==> src/rtl/bf16_div_seq_if.sv <==
// Operand/result handshake bundle for the sequential bf16 divider.
// The slave modport is the divider; the master modport is its issue logic and consumer.
interface bf16_div_seq_if;
  logic        in_valid_i;
  logic        in_ready_o;
  logic [15:0] a_i;
  logic [15:0] b_i;
  logic        out_valid_o;
  logic        out_ready_i;
  logic [15:0] c_o;

  modport master (
    output in_valid_i, a_i, b_i, out_ready_i,
    input  in_ready_o, out_valid_o, c_o
  );

  modport slave (
    input  in_valid_i, a_i, b_i, out_ready_i,
    output in_ready_o, out_valid_o, c_o
  );
endinterface

==> src/rtl/bf16_div_seq.sv <==
// Multi-cycle bf16 divider: restoring radix-2 iteration, one quotient bit per cycle,
// round to nearest-even, subnormals flushed, canonical NaN/Inf outputs.
module bf16_div_seq (
  input  logic          clk_i,
  input  logic          rst_i,
  bf16_div_seq_if.slave bus
);

  typedef enum logic [1:0] {IDLE, DIV, ROUND, DONE} divState_e;

  divState_e   state_q, state_d;
  logic [3:0]  cnt_q, cnt_d;
  logic        sign_q, sign_d;
  logic [7:0]  expA_q, expA_d;
  logic [7:0]  expB_q, expB_d;
  logic [7:0]  mantB_q, mantB_d;
  logic [9:0]  rem_q, rem_d;
  logic [9:0]  quo_q, quo_d;
  logic [15:0] c_q, c_d;

  logic [7:0]  aExp, bExp;
  logic [6:0]  aFrac, bFrac;
  logic        aNan, bNan, aInf, bInf, aZero, bZero;
  logic        inSign, isSpecial;
  logic [15:0] specialRes;

  // Subnormals carry exponent 0 and are classified as zero, which flushes them.
  assign aExp   = bus.a_i[14:7];
  assign bExp   = bus.b_i[14:7];
  assign aFrac  = bus.a_i[6:0];
  assign bFrac  = bus.b_i[6:0];
  assign aNan   = (aExp == 8'hFF) && (aFrac != 7'd0);
  assign bNan   = (bExp == 8'hFF) && (bFrac != 7'd0);
  assign aInf   = (aExp == 8'hFF) && (aFrac == 7'd0);
  assign bInf   = (bExp == 8'hFF) && (bFrac == 7'd0);
  assign aZero  = (aExp == 8'h00);
  assign bZero  = (bExp == 8'h00);
  assign inSign = bus.a_i[15] ^ bus.b_i[15];

  assign isSpecial  = aNan | bNan | aInf | bInf | aZero | bZero;
  assign specialRes = (aNan | bNan | (aZero & bZero) | (aInf & bInf)) ? 16'h7FC0 :
                      (aInf | bZero)                                  ? {inSign, 15'h7F80} :
                                                                        {inSign, 15'd0};

  logic        divGe;
  logic [9:0]  remNext;

  assign divGe   = rem_q >= {2'b00, mantB_q};
  assign remNext = divGe ? (rem_q - {2'b00, mantB_q}) : rem_q;

  logic signed [9:0] expPre, expRnd;
  logic [6:0]  sigKeep, fracOut;
  logic        guardBit, stickyBit, roundUp;
  logic [7:0]  sigRnd;
  logic [15:0] roundRes;

  // A quotient below 1.0 has its leading one at q[8], so the kept window shifts down a bit.
  always_comb begin
    expPre = $signed({2'b00, expA_q}) - $signed({2'b00, expB_q}) + 10'sd126
             + $signed({9'd0, quo_q[9]});
    if (quo_q[9]) begin
      sigKeep   = quo_q[8:2];
      guardBit  = quo_q[1];
      stickyBit = quo_q[0] | (rem_q != 10'd0);
    end else begin
      sigKeep   = quo_q[7:1];
      guardBit  = quo_q[0];
      stickyBit = (rem_q != 10'd0);
    end
    roundUp = guardBit & (stickyBit | sigKeep[0]);
    sigRnd  = {1'b0, sigKeep} + {7'd0, roundUp};
    expRnd  = sigRnd[7] ? (expPre + 10'sd1) : expPre;
    fracOut = sigRnd[7] ? 7'd0 : sigRnd[6:0];
    if (expRnd >= 10'sd255) begin
      roundRes = {sign_q, 15'h7F80};
    end else if (expRnd <= 10'sd0) begin
      roundRes = {sign_q, 15'd0};
    end else begin
      roundRes = {sign_q, expRnd[7:0], fracOut};
    end
  end

  always_ff @(posedge clk_i or posedge rst_i) begin
    if (rst_i) begin
      state_q <= IDLE;
      cnt_q   <= 4'd0;
      sign_q  <= 1'b0;
      expA_q  <= 8'd0;
      expB_q  <= 8'd0;
      mantB_q <= 8'd0;
      rem_q   <= 10'd0;
      quo_q   <= 10'd0;
      c_q     <= 16'd0;
    end else begin
      state_q <= state_d;
      cnt_q   <= cnt_d;
      sign_q  <= sign_d;
      expA_q  <= expA_d;
      expB_q  <= expB_d;
      mantB_q <= mantB_d;
      rem_q   <= rem_d;
      quo_q   <= quo_d;
      c_q     <= c_d;
    end
  end

  always_comb begin
    state_d = state_q;
    cnt_d   = cnt_q;
    sign_d  = sign_q;
    expA_d  = expA_q;
    expB_d  = expB_q;
    mantB_d = mantB_q;
    rem_d   = rem_q;
    quo_d   = quo_q;
    c_d     = c_q;
    case (state_q)
      IDLE: begin
        if (bus.in_valid_i) begin
          sign_d  = inSign;
          expA_d  = aExp;
          expB_d  = bExp;
          mantB_d = {1'b1, bFrac};
          rem_d   = {3'b001, aFrac};
          quo_d   = 10'd0;
          cnt_d   = 4'd9;
          if (isSpecial) begin
            c_d     = specialRes;
            state_d = DONE;
          end else begin
            state_d = DIV;
          end
        end
      end
      DIV: begin
        quo_d = {quo_q[8:0], divGe};
        rem_d = remNext << 1;
        if (cnt_q == 4'd0) begin
          state_d = ROUND;
        end else begin
          cnt_d = cnt_q - 4'd1;
        end
      end
      ROUND: begin
        c_d     = roundRes;
        state_d = DONE;
      end
      DONE: begin
        if (bus.out_ready_i) begin
          state_d = IDLE;
        end
      end
      default: state_d = IDLE;
    endcase
  end

  assign bus.in_ready_o  = (state_q == IDLE);
  assign bus.out_valid_o = (state_q == DONE);
  assign bus.c_o         = c_q;

endmodule

==> src/flat_wrapper.sv <==
// flat-port wrapper written by rule: the top's interface ports become plain ports
module bf16_div_seq_flat 
  (clk_i, rst_i, bus_in_valid_i, bus_a_i, bus_b_i, bus_out_ready_i, bus_in_ready_o, bus_out_valid_o, bus_c_o);
  bf16_div_seq_if bus_i ();
  input  logic clk_i;
  input  logic rst_i;
  input wire logic [$bits(bus_i.in_valid_i)-1:0] bus_in_valid_i;
  input wire logic [$bits(bus_i.a_i)-1:0] bus_a_i;
  input wire logic [$bits(bus_i.b_i)-1:0] bus_b_i;
  input wire logic [$bits(bus_i.out_ready_i)-1:0] bus_out_ready_i;
  output wire logic [$bits(bus_i.in_ready_o)-1:0] bus_in_ready_o;
  output wire logic [$bits(bus_i.out_valid_o)-1:0] bus_out_valid_o;
  output wire logic [$bits(bus_i.c_o)-1:0] bus_c_o;
  assign bus_i.in_valid_i = bus_in_valid_i;
  assign bus_i.a_i = bus_a_i;
  assign bus_i.b_i = bus_b_i;
  assign bus_i.out_ready_i = bus_out_ready_i;
  assign bus_in_ready_o = bus_i.in_ready_o;
  assign bus_out_valid_o = bus_i.out_valid_o;
  assign bus_c_o = bus_i.c_o;
  bf16_div_seq u_core (.clk_i(clk_i), .rst_i(rst_i), .bus(bus_i));
endmodule
==> config.mk <==
export PLATFORM = sky130hd
export DESIGN_NAME = bf16_div_seq_flat
export DESIGN_NICKNAME = d
export VERILOG_FILES = /design/src/rtl/bf16_div_seq_if.sv /design/src/rtl/bf16_div_seq.sv /design/src/flat_wrapper.sv
export SDC_FILE = /design/constraint.sdc
export NUM_CORES = 1
export LEC_CHECK = 0
export BUFFER_PORTS_ARGS = -buffer_cell sky130_fd_sc_hd__buf_4
export CAP_MARGIN = 20
export CORE_UTILIZATION = 45
export DETAILED_ROUTE_END_ITERATION = 6
export PLACE_DENSITY_LB_ADDON = 0.2
export SKIP_LAST_GASP = 1
export SYNTH_ARGS = -nofsm -noshare
export SYNTH_HDL_FRONTEND = slang
export SYNTH_SLANG_ARGS = --single-unit
==> constraint.sdc <==
create_clock -name clk_i -period 3.57 [get_ports clk_i]
set_input_delay 0.1785 -clock clk_i [delete_from_list [all_inputs] [get_ports clk_i]]
set_output_delay 0.1785 -clock clk_i [all_outputs]
set_load 0.01 [all_outputs]
# Yosys cells after proc, flatten, opt, wreduce, memory -nomap -nowiden
# Cells that the tools add are included.
[classes]
div_mod_pow = 0
eq_ne = 10
n_mux = 25
bitwise_logic = 14
n_addsub = 7
multipliers = 0
reduce_logical = 20
n_shift = 0
order_cmp = 3
[op_table]
columns = ["cell", "n"]
rows = [
  ["$mux W16", 3],
  ["$mux W15", 3],
  ["$pmux W10 S2", 2],
  ["$pmux W16 S2", 1],
  ["$mux W10", 3],
  ["$eq A8 B8 Y1 const B", 2],
  ["$logic_not A8 Y1", 2],
  ["$logic_not A7 Y1", 2],
  ["$mux W7", 2],
  ["$reduce_bool A7 Y1", 2],
  ["$add A10 B2 Y10", 1],
  ["$add A10 B2 Y10 const B", 1],
  ["$add A10 B8 Y10 const B", 1],
  ["$ge A10 B8 Y1", 1],
  ["$ge A10 B9 Y1 const B", 1],
  ["$le A10 B1 Y1 const B", 1],
  ["$or A1 B1 Y1", 10],
  ["$reduce_bool A10 Y1", 1],
  ["$mux W9", 1],
  ["$reduce_and A3 Y1", 3],
  ["$sub A8 B8 Y9", 1],
  ["$sub A9 B8 Y9", 1],
  ["$add A7 B1 Y8", 1],
  ["$mux W2", 4],
  ["other kinds (16)", 29],
]
[word_totals]
register_bits = 67
mem_count = 0
elab_cells = 88
latch_bits = 0
mem_bits_rw = 0
mem_bits_ro = 0

# Depth between registers and ports, before layout
[logic_depth]
word_depth = 11
depth_mapped = 18
ltp_nobuf = 17

# Least setup slack after synthesis
# Ideal clock, no wire load.
[synth_timing]
path_kind = "flip-flop to flip-flop"
start = "register u_core.expB_q[0]"
end = "register u_core.c_q[1], in the netlist u_core.bus.c_o[1]"
path_buffers = 1
setup_time_ns = 0.122
period_less_slack_ns = 3.830
slack_ns = -0.260
stages_incl_launch_ff = 16
arrival_ns = 3.709
required_time_ns = 3.448
path_cell_list = "dfrtp_1 > ha_1 > inv_1 > fa_1 > inv_1 > ha_1 > nand3b_1 > mux2_2 > xnor2_1 > nor3b_4 > o31ai_1 > xor2_1 > o41a_4 > and4_4 > buf_6 > a32o_1"
[synth_via]
elab_chain_cells = 9
elab_cells_between_ends = 10
classes_between = "4 x add/sub; 2 x order compare; 4 x mux"
[synth_rtl]
columns = ["item", "line_no", "text"]
rows = [
  ["start, declared", "bf16_div_seq.sv:15", "logic [7:0] expB_q, expB_d;"],
  ["start signal, assigned", "bf16_div_seq.sv:99", "expB_q <= expB_d;"],
  ["$sub A8 B8 Y9 (*)", "bf16_div_seq.sv:59", "expPre = $signed({2'b00, expA_q}) - $signed({2'b00, expB_q}) + 10'sd126"],
  ["$add A10 B8 Y10 (*)", "bf16_div_seq.sv:59", ""],
  ["$add A10 B2 Y10 (*)", "bf16_div_seq.sv:60", "+ $signed({9'd0, quo_q[9]});"],
  ["$add A10 B2 Y10", "bf16_div_seq.sv:72", "expRnd = sigRnd[7] ? (expPre + 10'sd1) : expPre;"],
  ["$mux W10 (*)", "bf16_div_seq.sv:72", ""],
  ["$le A10 B1 Y1", "bf16_div_seq.sv:76", "end else if (expRnd <= 10'sd0) begin"],
  ["$mux W15", "bf16_div_seq.sv:76", ""],
  ["$mux W15 (*)", "bf16_div_seq.sv:74", "if (expRnd >= 10'sd255) begin"],
  ["$pmux W16 S2 (*)", "bf16_div_seq.sv:117", "case (state_q)"],
  ["end signal, assigned", "bf16_div_seq.sv:93", "c_q <= 16'd0;"],
  ["end signal, assigned", "bf16_div_seq.sv:103", "c_q <= c_d;"],
  ["end, declared", "bf16_div_seq.sv:19", "logic [15:0] c_q, c_d;"],
]
# Every way passes the cells marked *; elsewhere a longest branch is shown, timed or not.
# A chain may end at the register's enable or synchronous reset.

# Worst setup path in the final report
[layout_timing]
start = "register u_core.expA_q[0]"
end = "register u_core.c_q[4], in the netlist u_core.bus.c_o[4]"
[layout_via]
elab_chain_cells = 9
elab_cells_between_ends = 10
classes_between = "4 x add/sub; 2 x order compare; 4 x mux"
[layout_rtl]
columns = ["item", "line_no", "text"]
rows = [
  ["start, declared", "bf16_div_seq.sv:14", "logic [7:0] expA_q, expA_d;"],
  ["start signal, assigned", "bf16_div_seq.sv:98", "expA_q <= expA_d;"],
  ["$sub A8 B8 Y9 (*)", "bf16_div_seq.sv:59", ""],
  ["$add A10 B8 Y10 (*)", "bf16_div_seq.sv:59", ""],
  ["$add A10 B2 Y10 (*)", "bf16_div_seq.sv:60", ""],
  ["$add A10 B2 Y10", "bf16_div_seq.sv:72", ""],
  ["$mux W10 (*)", "bf16_div_seq.sv:72", ""],
  ["$le A10 B1 Y1", "bf16_div_seq.sv:76", ""],
  ["$mux W15", "bf16_div_seq.sv:76", ""],
  ["$mux W15 (*)", "bf16_div_seq.sv:74", ""],
  ["$pmux W16 S2 (*)", "bf16_div_seq.sv:117", ""],
]
# Marks and branches as above.

==> out/metrics.yaml <==
status:
  run_status: "finished, violations left"
  failed_checks: "setup timing"
sta:
  fin_ws_ns: -0.0577
  drv_slew: 0
  hold_violations: 0
  finalSetupViolCount: 7
  clock_skew_ns: 0.0115
  post-route-period-util_pct: 102
  tightest_slew_ns: 0.923
  finalCriticalPeriod_ns: 3.63
  grt_setup_unrepaired: "yes"
  fmax_mhz: 276
  relSlewSlack_pct: 38.4
synth:
  synth_fp_nets: 573
  synth_edf_count: 0
  ys_ff_latch: 67
  synth_compound_area_share_pct: 21.5
  synth_top_area_share_pct: 34.7
  ys_top_cells_by_count: "dfrtp_1, inv_1, nor2_1, o21ai_0, nand2_1"
  yosys.area_share.simple_pct: 16.6
  yosysMostFrequentCell: "dfrtp_1"
  synth_mux_area_share_pct: 8.55
  ys_async_sr_fraction_pct: 100
  ys_types: 77
  syn_area_per_cell_um2: 9.50
  yosysTopAreaCell: "dfrtp_1"
  synthAdderAreaFrac_pct: 7.83
  postSynthCellCount: 508
  syn_area_um2: 4830
  synth_xor_area_share_pct: 5.91
  yosysSeqAreaShare_pct: 34.7
  dominantRegCellSynth: "dfrtp_1"
  synth_top_family_by_area: "compound AO/OA/AOI/OAI gates"
  synth_top_cells_by_area: "dfrtp_1, ha_1, mux2_2, o21ai_0, inv_1"
  ys_warn_count: 0
setup_path:
  critical_path.max_fanout: 6
  max_stage_delay_ns: 0.56
  path_delay_family: "simple AND/OR/NAND/NOR gates"
  cp_cell_sequence: "inv_2 > ha_4 > inv_2 > fa_2 > inv_2 > ha_4 > xor3_2 > buf_4 > and2_4 > and3_4 > o211ai_1 > nor4_2 > xor2_1 > o41a_4 > and4_4 > a32o_1"
  crit_path_start_kind: "flop"
  slowest_stage: "fa_2"
  path_buf_inv: 4
  critPathRequiredTime_ns: 3.86
  crit_type: "reg2reg"
  arrival_ns: 3.92
  crit_top_cell: "inv_2"
  endpoint_kind: "flop"
final_layout:
  n_antenna_cell: 0
  drive_above_1_share_pct: 32.7
  regArea_um2: 1680
  post-route-util_pct: 58.8
  num-nets-final: 661
  multi_input_area_um2: 3160
  syn2layout_area_growth_pct: 26.2
  fillers: 934
cts:
  cts_tree: "done"
  clk_pin_slew_worst_paths_ns: 0.08
  hold_buffers: 0
  htreeDepth: 3
  clock_latency_ns: 0.35
  root_buffer: "clkbuf_8"
  clockBufferDepth: 2
  clock-sinks: 67
  cts_buffers: 9
hold_path:
  hold_class: "in2async"
global_route:
  gr-total-overflow: 0
  antenna_found_initial: 0
  use_met3_pct: 3.28
  gr-max-usage-layer: "met2"
  grt_use_total_pct: 23.0
  grt_pass1_vias: 4121
  use_met2_pct: 37.9
  grt_use_met1_pct: 30.9
  grt_first_pass_wirelength_um: 20100
  grt_max_degree: 46
detailed_routing:
  drtPass1Iterations: 4
  drc: 0
  vias: 4186
  vias_per_cell: 5.69
  post_drt_wl_per_cell_um: 16.9
  wl_um: 12400
  final_antenna_net_count: 0
  drt_iter0_drc: 224
floorplan:
  design.portCount: 54
  rows: 37
  core_um2: 10400
  dieArea_um2: 11100
  initial_utilization_pct: 46.6
  die_y_um: 106
  die_w_um: 106
place:
  gp_congestion: 0.876
  post-dp-hpwl_um: 8850
  portBuffers: 53
job:
  maxCapViolCount: 0
[layer usage]
layer | share of wire, % | up-vias
li1 | - | 2040
met1 | 46 | 2011
met2 | 48 | 111
met3 | 4.0 | 24
met4 | 1.9 | 0
met5 | 0 | -
[flip-flops by register name, summed over array words and instances, names as in the netlist]
name            count
u_core.bus.c_o     16
u_core.cnt_q        4
u_core.expA_q       8
u_core.expB_q       8
u_core.mantB_q      8
u_core.quo_q       10
u_core.rem_q       10
u_core.sign_q       1
u_core.state_q      2
[worst register-to-register path, stage by stage, from the launching register on]
cell and delay, ns:
dfrtp_1 0.39, inv_2 0.08, ha_4 0.12, inv_2 0.03
fa_2 0.56, inv_2 0.06, ha_4 0.17, xor3_2 0.33
buf_4 0.15, and2_4 0.14, and3_4 0.19, o211ai_1 0.15
nor4_2 0.27, xor2_1 0.27, o41a_4 0.20, and4_4 0.27
a32o_1 0.18
[per-stage QoR]
step | hold WS, ns | setup WS (ns) | cell area, um^2 | cells | TNS, ns
CTS | 0.0509 | -0.0149 | 5830 | 722 | -0.0212
finish | 0.0342 | -0.0577 | 6090 | 736 | -0.186
global route | 0.0579 | -0.207 | 6090 | 736 | -1.75
detailed placement | 0.428 | -0.0383 | 5510 | 702 | -0.102
floorplan | 0.329 | 0.0100 | 4870 | 508 | 0
global placement | 0.423 | 0.0149 | 5510 | 702 | 0
[final timing paths]
path | from | to | slack (ns) | cells after the start
worst min-delay path | rst_i | u_core.bus.c_o[11] | 0.03 | 2
max in group asynchronous | rst_i | u_core.mantB_q[6] | 2.66 | 3
worst min register to register | u_core.mantB_q[7] | u_core.mantB_q[7] | 0.46 | 2
worst max register to register | u_core.expA_q[0] | u_core.bus.c_o[4] | -0.06 | 16
worst max-delay path | u_core.expA_q[0] | u_core.bus.c_o[4] | -0.06 | 16
min in group clk_i | bus_a_i[7] | u_core.expA_q[0] | 0.07 | 2
[what timing repair did]
action,4_1_cts,5_1_grt
pin swaps,4,13
setup endpoints to repair,8,14
resized for setup,6,33
setup buffers,5,14
cloned,0,0
[layout make-up]
class / count / share of cell area (%)
multi-input cells: 386 / 51.9
repair buffers: 94 / 11.8
inverters: 38 / 2.34
flip-flops and latches: 67 / 27.5
clock buffers: 11 / 2.48
well taps: 136 / 2.79
clock inverters: 4 / 1.21
[cells by family (layout without fill, tap and decap cells)]
group	count (synthesis)	after routing
mux	38	38
buf+inv	55	147
simple gates	148	148
fa+ha+maj	29	29
compound gates	146	146
flops	67	67
xor+xnor	25	25
[cells in the final DEF (no fill, tap or decap), drive strengths merged, types with 8 or more instances in the layout]
cell and instances:
inv 38, ha 27, clkbuf 11, xnor2 13, mux2i 12, nor2 35, o21ai 39, nand4 8
a22o 14, nor3 9, mux2 26, nand2 31, xor2 9, dfrtp 67, nand3 11, a211oi 8
a21oi 28, a31oi 8, buf 94
Power is left out: the tool's default activity adds up to more than one toggle a clock period on the data nets, which glitch-free logic cannot reach.
